`config.mk`:
```
export PLATFORM = sky130hd
export DESIGN_NAME = mem_arbiter
export DESIGN_NICKNAME = d
export VERILOG_FILES = /design/src/rtl/mem_arbiter.sv
export SDC_FILE = /design/constraint.sdc
export NUM_CORES = 1
export LEC_CHECK = 0
export CAP_MARGIN = 20
export CORE_AREA = 2 2 120 122
export DETAILED_ROUTE_END_ITERATION = 10
export DIE_AREA = 0 0 122 124
export DONT_BUFFER_PORTS = 1
export GPL_TIMING_DRIVEN = 0
export PLACE_DENSITY = 0.3
export SYNTH_ARGS = -nofsm -noshare
export SYNTH_HDL_FRONTEND = slang
export SYNTH_SLANG_ARGS = --single-unit
```
`constraint.sdc`:
```
create_clock -name clk -period 4.1 [get_ports clk]
set_clock_uncertainty 0.1 [all_clocks]
set_input_delay 0.82 -clock clk [delete_from_list [all_inputs] [get_ports clk]]
set_output_delay 0.82 -clock clk [all_outputs]
set_load 0.01 [all_outputs]
```
`src/rtl/mem_arbiter.sv`:
```
// Two-master round-robin arbiter in front of a single memory slave port.
// Each grant returns through IDLE, and a transaction ends on ack, abort or timeout.
module mem_arbiter #(
  parameter int TIMEOUT = 16
) (
  input  logic        clk,
  input  logic        reset,
  input  logic        m0_req,
  input  logic        m1_req,
  input  logic        m0_write_en,
  input  logic        m1_write_en,
  input  logic [31:0] m0_addr,
  input  logic [31:0] m1_addr,
  input  logic [31:0] m0_dout,
  input  logic [31:0] m1_dout,
  input  logic [1:0]  m0_width,
  input  logic [1:0]  m1_width,
  output logic        m0_gnt,
  output logic        m1_gnt,
  output logic        m0_ack,
  output logic        m1_ack,
  output logic        m0_err,
  output logic        m1_err,
  output logic [31:0] m0_din,
  output logic [31:0] m1_din,
  output logic [31:0] mem_addr,
  output logic [31:0] mem_dout,
  output logic [1:0]  mem_width,
  output logic        mem_read_en,
  output logic        mem_write_en,
  input  logic [31:0] mem_din,
  input  logic        mem_ack
);

  typedef enum logic [1:0] {
    IDLE  = 2'd0,
    BUSY0 = 2'd1,
    BUSY1 = 2'd2
  } state_t;

  localparam logic [7:0] TIMEOUT_LAST = 8'(TIMEOUT - 1);

  state_t      state_reg, state_next;
  logic        last_owner_reg, last_owner_next;
  logic [7:0]  count_reg, count_next;

  logic [1:0]  req;
  logic [1:0]  write_en;
  logic [31:0] addr [2];
  logic [31:0] dout [2];
  logic [1:0]  width [2];

  logic        busy;
  logic        sel;
  logic        sel_req;
  logic        sel_ack;
  logic        sel_err;
  logic [1:0]  gnt;
  logic [1:0]  ack;
  logic [1:0]  err;

  assign req      = {m1_req, m0_req};
  assign write_en = {m1_write_en, m0_write_en};
  assign addr[0]  = m0_addr;
  assign addr[1]  = m1_addr;
  assign dout[0]  = m0_dout;
  assign dout[1]  = m1_dout;
  assign width[0] = m0_width;
  assign width[1] = m1_width;

  assign busy    = (state_reg != IDLE);
  assign sel     = (state_reg == BUSY1);
  assign sel_req = busy & req[sel];
  assign sel_ack = sel_req & mem_ack;
  // A late mem_ack in the final allowed cycle still completes the access.
  assign sel_err = sel_req & ~mem_ack & (count_reg == TIMEOUT_LAST);

  generate
    for (genvar gi = 0; gi < 2; gi++) begin : g_port
      assign gnt[gi] = busy & (sel == 1'(gi));
      assign ack[gi] = sel_ack & (sel == 1'(gi));
      assign err[gi] = sel_err & (sel == 1'(gi));
    end
  endgenerate

  assign m0_gnt = gnt[0];
  assign m1_gnt = gnt[1];
  assign m0_ack = ack[0];
  assign m1_ack = ack[1];
  assign m0_err = err[0];
  assign m1_err = err[1];
  assign m0_din = ack[0] ? mem_din : 32'd0;
  assign m1_din = ack[1] ? mem_din : 32'd0;

  always_comb begin
    mem_addr     = 32'd0;
    mem_dout     = 32'd0;
    mem_width    = 2'd0;
    mem_read_en  = 1'b0;
    mem_write_en = 1'b0;
    if (busy) begin
      mem_addr     = addr[sel];
      mem_dout     = dout[sel];
      mem_width    = width[sel];
      mem_read_en  = sel_req & ~write_en[sel];
      mem_write_en = sel_req & write_en[sel];
    end
  end

  always_comb begin
    state_next      = state_reg;
    last_owner_next = last_owner_reg;
    count_next      = count_reg;
    case (state_reg)
      IDLE: begin
        count_next = 8'd0;
        if (req == 2'b11) begin
          state_next = last_owner_reg ? BUSY0 : BUSY1;
        end else if (req[0]) begin
          state_next = BUSY0;
        end else if (req[1]) begin
          state_next = BUSY1;
        end
      end
      BUSY0, BUSY1: begin
        if (!sel_req || sel_ack || sel_err) begin
          state_next      = IDLE;
          last_owner_next = sel;
          count_next      = 8'd0;
        end else begin
          count_next = count_reg + 8'd1;
        end
      end
      default: state_next = IDLE;
    endcase
  end

  always_ff @(posedge clk or negedge reset) begin
    if (!reset) begin
      state_reg      <= IDLE;
      last_owner_reg <= 1'b1;
      count_reg      <= 8'd0;
    end else begin
      state_reg      <= state_next;
      last_owner_reg <= last_owner_next;
      count_reg      <= count_next;
    end
  end

endmodule

```
# Yosys cells after proc, flatten, opt, wreduce, memory -nomap -nowiden

Cells that the tools add are included.

Register bits: 11
Bits of input ports: 171
Word-level logic and storage cells: 65

Add/subtract/negate cells: 1
$lt $le $gt $ge: 2
Equality and inequality tests: 6
Muxes and demuxes: 28
Bitwise logic cells: 16
Reductions and logical operators: 9

Operators with widths:

| kind                  | number |
|---|---|
| $mux W32              | 10 |
| $mux W2               | 9 |
| $pmux W8 S2           | 1 |
| $and A1 B1 Y1         | 12 |
| $add A8 B1 Y8 const B | 1 |
| $eq A8 B4 Y1 const B  | 1 |
| $mux W8               | 1 |
| $mux W1               | 6 |
| $eq A2 B2 Y1 const B  | 2 |
| $ne A4 B4 Y1 const B  | 1 |
| $pmux W2 S2           | 1 |
| $reduce_and A2 Y1     | 2 |
| $reduce_bool A2 Y1    | 2 |
| $not A1 Y1            | 3 |
| $eq A2 B1 Y1 const B  | 1 |
| $ge A2 B2 Y1 const B  | 1 |
| $logic_not A2 Y1      | 1 |
| $logic_or A1 B1 Y1    | 2 |
| $lt A1 B2 Y1 const B  | 1 |
| $ne A2 B2 Y1 const B  | 1 |
| $not A1 Y2            | 1 |
| $reduce_or A2 Y1      | 1 |
| $logic_not A1 Y1      | 1 |

# Logic depth before layout (Yosys ltp)

Gate-level depths: netlist of the first run.

Depth in word-level cells: 9
Depth in mapped cells: 8

# Worst setup path before layout of the first run

No wires, ideal clock.

Kind: input to output
Start point: input port m1_req
End point: output port m0_din[22]
Arrival time: 1.937 ns
Data required time: 3.180 ns
Setup slack: 1.243 ns
Cell stages on the path: 6
Path through: mux2i_1 or2_0 clkbuf_1 nor3b_2 buf_2 and2_1

Longest elaborated chain between the ends: 6

Ends and longest elaborated chain:

| element                                     | line | RTL |
|---|---|---|
| start: declaration                          | 9    | `input logic m1_req,` |
| $mux W1 (implied by the code) (2 in series) | 73   | `assign sel_req = busy & req[sel];` |
| $and A1 B1 Y1                               | 73   |  |
| $and A1 B1 Y1                               | 74   | `assign sel_ack = sel_req & mem_ack;` |
| $and A1 B1 Y1                               | 81   | `assign ack[gi] = sel_ack & (sel == 1'(gi));` |
| named net m0_ack                            | 20   | `output logic m0_ack,` |
| $mux W32                                    | 92   | `assign m0_din = ack[0] ? mem_din : 32'd0;` |
| end: declaration                            | 24   | `output logic [31:0] m0_din,` |

The timed path passes the listed nets, and every way through them passes these cells. The select of a mux whose other input is x is not followed.

# Final worst setup path of the first run

Start point: register state_reg[0]
End point: output port m1_err

Longest elaborated chain between the ends: 7
Elaborated cells on any way between the ends: 8

Ends and longest elaborated chain:

| element                                     | line | RTL |
|---|---|---|
| start: declaration                          | 43   | `state_t state_reg, state_next;` |
| start signal: assignment                    | 144  | `state_reg <= state_next;` |
| $eq A2 B2 Y1                                | 72   | `assign sel = (state_reg == BUSY1);` |
| $mux W1 (implied by the code) (2 in series) | 73   |  |
| $and A1 B1 Y1                               | 73   |  |
| $and A1 B1 Y1 (2 in series)                 | 76   | `assign sel_err = sel_req & ~mem_ack & (count_reg == TIMEOUT_LAST);` |
| $and A1 B1 Y1 (*)                           | 82   | `assign err[gi] = sel_err & (sel == 1'(gi));` |
| end: declaration                            | 23   | `output logic m1_err,` |

Every way passes the cells marked *; elsewhere a longest branch is shown, timed or not. The select of a mux whose other input is x is not followed.

==> results.yml, run 1 <==
outcome:
  status: "completed"
synth:
  yosysWarnings: 0
  synth-seq-cells: 11
  synth_top_area_share_pct: 32.21
  ys_types: 36
  yosys.area.top_type: "mux2i_1"
  syn_area_per_cell_um2: 7.115
  syn-num-nets: 472
  synthTopCellsByArea: "mux2i_1 32%, and2_1 19%, nor2_1 12%, dfrtp_1 12%, clkbuf_1 2.5%"
  synth_cells: 297
  netlist_area_um2: 2113
  yosysSeqAreaShare_pct: 13.08
clocking:
  clock-sinks: 11
  clock_path_buffers: 2
  worstSkewPairLatency_ns: 0.24
  ctsResizeCount: 0
  tritoncts: "done"
  cts_max_level: 1
  clock-root-buffer: "clkbuf_16"
  numCtsBuffers: 3
  cts.reportedPaths.clkPinSlew_ns: 0.04
  postCtsHoldBufs: 0
  cts_setup_buffers: 0
sta:
  grt_setup_unrepaired: "false"
  fmax_mhz: 266.7
  hold_viol_final: 0
  fin_crit_sh_pct: 91.45
  max_slew_margin_pct: 42.82
  max_slew.worst_pin.slew_ns: 0.8457
  finalSetupTns_ns: 0
  setup_viol_count_final: 0
  period_needed_ns: 3.750
  slew_viol_final: 0
layout:
  largest_reg_flops: 8
  drive_above_1_share_pct: 5.980
  final_area_um2: 2417
  fin_cells: 481
  nets: 477
  final_util_pct: 17.62
  diodes: 0
  syn_to_final_growth_pct: 14.39
place:
  place_congestion: 0.7829
  dp.cells: 477
  place_area_um2: 2338
  io_buffers: 0
  dp_hpwl_um: 7929
global_route:
  grt_pass1_wl_um: 11470
  antenna_found_initial: 0
  track_usage_pct: 10.25
  gr-total-overflow: 0
  grt_max_degree: 12
  grt_pass1_vias: 1905
drt:
  drcViolationCount: 0
  wl_per_cell_um: 19.03
  drt-total-wl_um: 9152
  ant_nets: 0
  drt_iter0_drc: 68
  first_pass_iters: 4
  vias_per_cell: 4.520
  vias: 2174
run:
  timing.max_cap.violations: 0
power_and_ir_drop:
  switchingPower_mw: 0.9302
  intPower_mw: 0.6434
  cellPowerDensity_nw_per_um2: 651.0
  p_total_mw: 1.574
  p_sw_share_pct: 59.11
  sequentialPowerShare_pct: 8.9
  leakage_nw: 0.9553
  power_frac_comb_pct: 79.4
  ir_drop_uv: 227.2
  power_frac_clock_pct: 11.7
hold_path:
  min_path_type: "primary input to asynchronous set/reset pin"
worst_setup_path:
  worstSetupPathType: "flop to output port"
  cp.required_ns: 3.18
  crit_start: "state_reg[0]"
  endpoint_kind: "output port"
  worst-r2r-setup-slack_ns: 1.64
  cp.arrival_ns: 2.83
  r2r-start: "state_reg[0]"
  crit_fanout: 10
  startpoint_type: "flop"
floorplanning:
  ios: 309
  start_util_pct: 15.40
  rows: 43
  die_x_um: 122
  fp.dieH_um: 124
  die_area_um2: 15130
  placeableCoreArea_um2: 13720
critical path, stage by stage, from the launching register on:
cell	delay [ns]
dfrtp_1	0.39
inv_1	0.10
ha_1	0.29
clkbuf_1	0.56
buf_2	0.48
nor4b_1	0.74
synth_stat cells, drive strengths merged:
cell / instances
mux2i: 68
inv: 5
nor4b: 1
mux2: 1
clkbuf: 14
and2: 64
nor3: 3
nand2: 7
nor2: 69
a31oi: 1
o21a: 2
dfrtp: 10
nand3b: 1
a21oi: 2
and4b: 1
dfstp: 1
o22ai: 2
nor4: 3
o21ai: 7
o311ai: 1
or3b: 1
nand2b: 2
or2: 2
nand3: 5
a22o: 1
nor2b: 2
ha: 4
nor3b: 1
buf: 11
or4: 1
o31ai: 1
xor2: 2
nand4b: 1
layer usage:
layer  GRT usage, %  part of all wire [%]  vias up
met3         0.8242                   6.6        7
met2          18.99                    53      177
met1          12.94                    39      995
met5              0                     0        -
met4          2.155                  0.99        0
li1               -                     -      995
cells by family after synthesis:
logic type | Yosys count | share of synthesized area (%)
simple gates | 164 | 40.14
mux | 69 | 32.74
buf+inv | 30 | 5.921
compound gates | 17 | 4.914
flops | 11 | 13.08
fa+ha+maj | 4 | 2.368
xor+xnor | 2 | 0.8290
stage by stage:
stage	worst slack (ns)	hold slack (ns)
after floorplan	1.243	0.3761
after global placement	0.4483	0.4056
after detailed placement	0.4051	0.4174
after CTS	0.1382	0.1689
after global routing	0.07543	0.1661
final	0.3505	0.1700
placed cells by master, fill, tap and decap left out, types with 3 or more instances in the layout:
master,n
nor2_1,68
nand3_1,5
nand2_1,7
mux2i_1,68
nor3_1,3
inv_1,5
ha_1,4
o21ai_0,7
and2_1,64
clkbuf_1,15
nor4_1,3
dfrtp_1,10
clkbuf_16,3
buf_2,10
worst paths after layout:
| kind | to | depth (start not counted) |
|---|---|---|
| worst max-delay path | m1_err | 5 |
| worst min-delay path | count_reg[5] | 0 |
| worst max register to register | last_owner_reg | 5 |
| worst min register to register | count_reg[1] | 2 |
| max in group asynchronous | last_owner_reg | 0 |
| min in group clk | count_reg[1] | 2 |
power groups by stage:
| stage | Clock [mW] | Sequential, mW | Combinational [mW] |
|---|---|---|---|
| after CTS | 0.185 | 0.140 | 1.29 |
| final | 0.184 | 0.140 | 1.25 |
| after floorplan | 0 | 0.138 | 0.998 |
| after detailed placement | 0 | 0.141 | 1.28 |
| after global placement | 0 | 0.141 | 1.28 |
| after global routing | 0.190 | 0.142 | 1.38 |
layout make-up:
cell class,count,area [um2]
well taps,180,225.2
inverters,5,18.77
flip-flops and latches,11,276.5
clock buffers,4,78.83
fillers,1569,11300
multi-input cells,256,1712
plain buffers,25,106.4
No activity file was read; power rests on OpenSTA's default activity.
==> inputs of run 2 (changes only) <==
--- a/config.mk
+++ b/config.mk
@@ -5,6 +5,7 @@
 export SDC_FILE = /design/constraint.sdc
 export NUM_CORES = 1
 export LEC_CHECK = 0
+export ABC_AREA = 1
 export CAP_MARGIN = 20
 export CORE_AREA = 2 2 120 122
 export DETAILED_ROUTE_END_ITERATION = 10
@@ -12,6 +13,7 @@
 export DONT_BUFFER_PORTS = 1
 export GPL_TIMING_DRIVEN = 0
 export PLACE_DENSITY = 0.3
+export SLEW_MARGIN = 20
 export SYNTH_ARGS = -nofsm -noshare
 export SYNTH_HDL_FRONTEND = slang
 export SYNTH_SLANG_ARGS = --single-unit
==> results.yml, run 2 <==
drt:
  drt-total-wl_um: 10240
  ant_nets: 0
  vias: 2691
  vias_per_cell: 4.441
  first_pass_iters: 4
  drt_iter0_drc: 99
  wl_per_cell_um: 16.90
  drcViolationCount: 0
clocking:
  worstSkewPairLatency_ns: 0.24
  clock_path_buffers: 2
  ctsResizeCount: 0
  postCtsHoldBufs: 0
  clock-sinks: 11
  clock-root-buffer: "clkbuf_16"
  cts_setup_buffers: 0
  tritoncts: "done"
  cts.reportedPaths.clkPinSlew_ns: 0.04
  cts_max_level: 1
  numCtsBuffers: 3
synth:
  synth_top_area_share_pct: 37.17
  synthTopCellsByArea: "nor2_1 37%, o21ai_0 13%, dfrtp_1 12%, inv_1 7.8%, nand2_1 4.2%"
  ys.flop_type: "dfrtp_1"
  synth-seq-cells: 11
  synth_commonest_cells: "210 x nor2_1, 57 x o21ai_0, 44 x inv_1, 24 x nand2_1, 16 x clkbuf_1"
  ys_types: 27
  yosysSeqAreaShare_pct: 13.04
  synthArstFlopShare_pct: 100.0
  synth_cells: 422
  yosysWarnings: 0
  synth_enable_flop_cells: 0
  netlist_area_um2: 2121
  yosysMostFrequentCell: "nor2_1"
  yosys.area.top_type: "nor2_1"
  syn-num-nets: 597
  syn_area_per_cell_um2: 5.026
layout:
  syn_to_final_growth_pct: 14.34
  largest_reg_flops: 8
  drive_above_1_share_pct: 6.338
  nets: 602
  fin_cells: 606
  diodes: 0
  final_common_cell: "nor2_1"
  final_area_um2: 2425
  final_cell_mix: "210 x nor2_1, 57 x o21ai_0, 44 x inv_1, 24 x nand2_1, 17 x clkbuf_1"
sta:
  slew_viol_final: 0
  fin_crit_sh_pct: 76.61
  hold_slack_ns: 0.1745
  max_slew_margin_pct: 62.41
  fmax_mhz: 318.4
  setup_viol_count_final: 0
  max_slew.worst_pin.slew_ns: 0.5639
  grt_setup_unrepaired: "false"
  finalSetupTns_ns: 0
  period_needed_ns: 3.141
  hold_viol_final: 0
worst_setup_path:
  path_cells: "inv_1, ha_1, inv_1, buf_4, clkbuf_1, o21ai_1, nor2_1"
  crit_start: "state_reg[0]"
  crit_path_frequent_cell: "inv_1"
  cp_slowest_cell: "clkbuf_1"
  r2r_cells: 10
  slowest_delay_ns: 0.42
  r2r-start: "state_reg[0]"
  cp_top_family: "buffers and inverters"
  crit_buf_inv: 4
  crit_fanout: 10
  rr_endpoint: "state_reg[1]"
  startpoint_type: "flop"
  cp.arrival_ns: 2.22
  worst-r2r-setup-slack_ns: 2.09
  cp.required_ns: 3.18
  endpoint_kind: "output port"
  worstSetupPathType: "flop to output port"
global_route:
  track_usage_pct: 11.20
  grt_use_met1_pct: 12.87
  antenna_found_initial: 0
  globalRouteMet3Util_pct: 0.9615
  grt-busiest-layer: "met2"
  gr-total-overflow: 0
  grt_pass1_wl_um: 12680
  grt_max_degree: 12
  gr-usage-met2_pct: 22.07
  grt_pass1_vias: 2274
hold_path:
  min_path_type: "primary input to asynchronous set/reset pin"
floorplanning:
  ios: 309
  start_util_pct: 15.46
  die_area_um2: 15130
  die_x_um: 122
  rows: 43
  fp.dieH_um: 124
  placeableCoreArea_um2: 13720
place:
  dp_hpwl_um: 8962
  place_area_um2: 2346
  io_buffers: 0
  dp.cells: 602
  place_congestion: 0.7530
power_and_ir_drop:
  ir_drop_uv: 235.9
  leakage_nw: 1.206
  p_total_mw: 1.698
  cellPowerDensity_nw_per_um2: 700.3
run:
  timing.max_cap.violations: 0
outcome:
  status: "completed"
## run 2: changes by cell type after synthesis, moves of 13 or more
cell	before	now
nor2_1	68	210
mux2i_1	68	0
and2_1	64	0
o21ai_0	7	57
inv_1	5	44
nand2_1	7	24
o21ai_1	0	13
## run 2: worst register-to-register path, stage by stage, from the launching register on
cell and delay (ns):
dfrtp_1 0.39, inv_1 0.09, ha_1 0.25, buf_4 0.24, inv_4 0.10, nand2_2 0.10, nand3_4 0.13, nor2_4 0.17
nand3_4 0.16, nand3_1 0.11, nand2_1 0.05
## run 2: how the worst max path moves through the flow
stage | end | cells after the start
floorplan | m0_din[22] | 7
global placement | mem_dout[25] | 7
detailed placement | mem_dout[25] | 7
CTS | mem_dout[25] | 7
global route | mem_dout[22] | 7
finish | mem_dout[30] | 7
## run 2: final cells by class
type                            count  area [um2]
Inverter                           46       175.2
Tap cell                          180       225.2
Clock buffer                        4       78.83
Multi-Input combinational cell    336        1501
Sequential cell                    11       276.5
Fill cell                        1612       11290
Buffer                             29       167.7
## run 2: cells by family (layout without fill, tap and decap cells)
logic type	after synthesis	in the layout	synth area share (%)
AOI/OAI and AO/OA	77	77	18.29
xor gates and xnor gates	4	4	1.652
adders and majority gates	4	4	2.360
buffers and inverters	75	79	16.16
DFF	11	11	13.04
and+or+nand+nor	251	251	48.50
## run 2: where the power goes
group	internal (mW)	leakage, nW	total (mW)	switching, mW
sequential	0.127	0.148	0.140	0.0131
clock	0.131	0.0382	0.181	0.0502
combinational	0.326	1.02	1.38	1.05
## run 2: routing by layer
layer	vias up	wire [um]
li1	1294	-
met1	1193	3876
met2	194	5485
met3	10	710
met4	0	168
met5	-	0
## run 2: stage by stage
step / util (%) / setup WS (ns)
finish: 17.67 / 0.9591
CTS: 17.67 / 0.8416
global placement: 17.10 / 1.112
floorplan: - / 1.602
detailed placement: 17.10 / 1.106
global route: 17.67 / 0.6559
==> RTL edit (config.mk and constraints of run 2) <==
The 3 states of `state_t` get a one-hot encoding in 3 bits.
--- a/src/rtl/mem_arbiter.sv
+++ b/src/rtl/mem_arbiter.sv
@@ -32,10 +32,10 @@
   input  logic        mem_ack
 );
 
-  typedef enum logic [1:0] {
-    IDLE  = 2'd0,
-    BUSY0 = 2'd1,
-    BUSY1 = 2'd2
+  typedef enum logic [2:0] {
+    IDLE  = 3'b001,
+    BUSY0 = 3'b010,
+    BUSY1 = 3'b100
   } state_t;
 
   localparam logic [7:0] TIMEOUT_LAST = 8'(TIMEOUT - 1);
Check against the original RTL: no difference found for any inputs over 10 cycles, from zero or initial values and one cycle with reset low; not proved beyond that.
==> RTL edit against run 2 <==
Synthesized area is 0.94% higher; wire length is 10% higher; critical path type unchanged; cell count is 2.0% higher; sequential cell count is 1 higher; combinational power is 9% lower; largest power group unchanged; worst setup slack better by 190 ps; critical path depth is 1 lower; hold slack worse by 4.0 ps; power is 5.1% lower; cell area is 0.67% higher.
==> RTL edit: results (changes against run 2) <==
Post-synth net total = 607 (+1.7%)
Unique masters post-synth = 23 (-15%)
Status = complete, no violations
GP Congestion = 0.793 (+5.2%)
Vias in the first global route = 2344 (+3.1%)
WL final = 11300 microns (+10%)
Slowest cell on the critical path = dfstp_2
FF-to-FF End = count_reg[4]
Detailed Place HPWL = 9800 microns (+9.4%)
P_int = 573 uW (-1.9%)
Worst Hold Slack = 171 ps (-3.98 ps)
RR Startpoint = state_reg[0]
CTS H-tree depth = 1 (unchanged)
Post-cts resize count = 0 (unchanged)
CTS max path bufs = 2 (unchanged)
Worst skew pair latency = 240 ps (about the same)
Via count = 2706 (+0.56%)
Share of cells above drive strength 1 = 7.31% (+0.97 points)
CTS root buf = clkbuf_16
Largest net degree at the start of global routing = 13 (+1)
Synth top area cells = nor2_1 (37%), o21ai_0 (17%), dfrtp_1 (12%), inv_1 (8.6%), nand2_1 (4.9%)
LEAKAGE = 0.00120 uW (-0.14%)
VDD IR max = 0.000105 V (-55%)
Starting DRT DRC Count = 169 (+71%)
Worst Path Max Fanout = 10 (unchanged)
R2R setup slack = 2230 ps (+140 ps)
CP arrival = 2030 ps (-190 ps)
Share of flip-flops with an asynchronous set or reset = 100% (unchanged)
Seq/Total Area, Yosys = 14.1% (+1.1 points)
Syn Area/Cell = 4.92 sq um (-2.1%)
Critical path origin = state_reg[0]
GRT Overall Usage = 12.7% (+1.5 points)
Largest incremental delay on the critical path = 570 ps (+150 ps)
Worst Reg2Reg Path Length in Cells = 9 (-1)
# fillers = 1639 (+1.7%)
Crit path to = mem_dout[4]
HP Class = primary input to asynchronous set/reset pin
Fin crit period = 2950 ps (-188 ps)
First-pass GRT wire length = 14300 microns (+13%)
Post-synth top cells = nor2_1 (212), o21ai_0 (71), inv_1 (49)
Post-Place Setup Slack = 1210 ps (+106 ps)
Least-Margin Pin Slew = 428 ps (-136 ps)
Finished Layout Cells = 618 (+2.0%)
[RTL edit: cell types whose count changed in the layout (fill, tap and decap cells not counted), sizes merged, moves of 3 or more]
cell / delta
inv: +8
clkbuf: -7
a21oi: -4
buf: +4
nand4: +4
nor2: +4
o21ai: +4
ha: -3
nand2: +3
[RTL edit: layer usage]
layer | share of wire, % | global-route usage [%] | vias to the layer above
met1 | 38 | 15.2 | 1227
met5 | 0 | 0 | -
li1 | - | - | 1338
met2 | 52 | 22.9 | 131
met3 | 9.0 | 3.25 | 10
met4 | 0.82 | 2.23 | 0
[RTL edit: kinds of logic after synthesis]
| kind of cell | after synthesis | share of synthesized area, % |
|---|---|---|
| XOR/XNOR | 3 | 1.23 |
| AND/OR/NAND/NOR | 261 | 48.8 |
| adder cells (fa/ha/maj) | 1 | 0.584 |
| AO/OA/AOI/OAI | 78 | 18.5 |
| buffers and inverters | 80 | 16.8 |
| flip-flops | 12 | 14.1 |
[RTL edit: worst max-delay path: cells and delay by family, from the launching register on]
family	cells	cell delay [ps]
DFF	1	570
and+or+nand+nor	3	540
buffers and inverters	2	560
AOI/OAI and AO/OA	1	130
[RTL edit: area by class of cell]
cell class | count | area, sq um | share of cell area (%)
buffer | 27 | 160 | 6.56
clock buffer | 3 | 75.1 | 3.08
inverter | 53 | 199 | 8.15
multi-input combinational | 343 | 1480 | 60.6
sequential | 12 | 303 | 12.4
tap | 180 | 225 | 9.23
[RTL edit: power groups by stage]
stage	Clock (uW)	Sequential, uW	Combinational, uW
after floorplan	0	166	975
after global placement	0	171	1280
after detailed placement	0	171	1290
after CTS	187	169	1290
after global routing	190	172	1420
final	181	169	1260
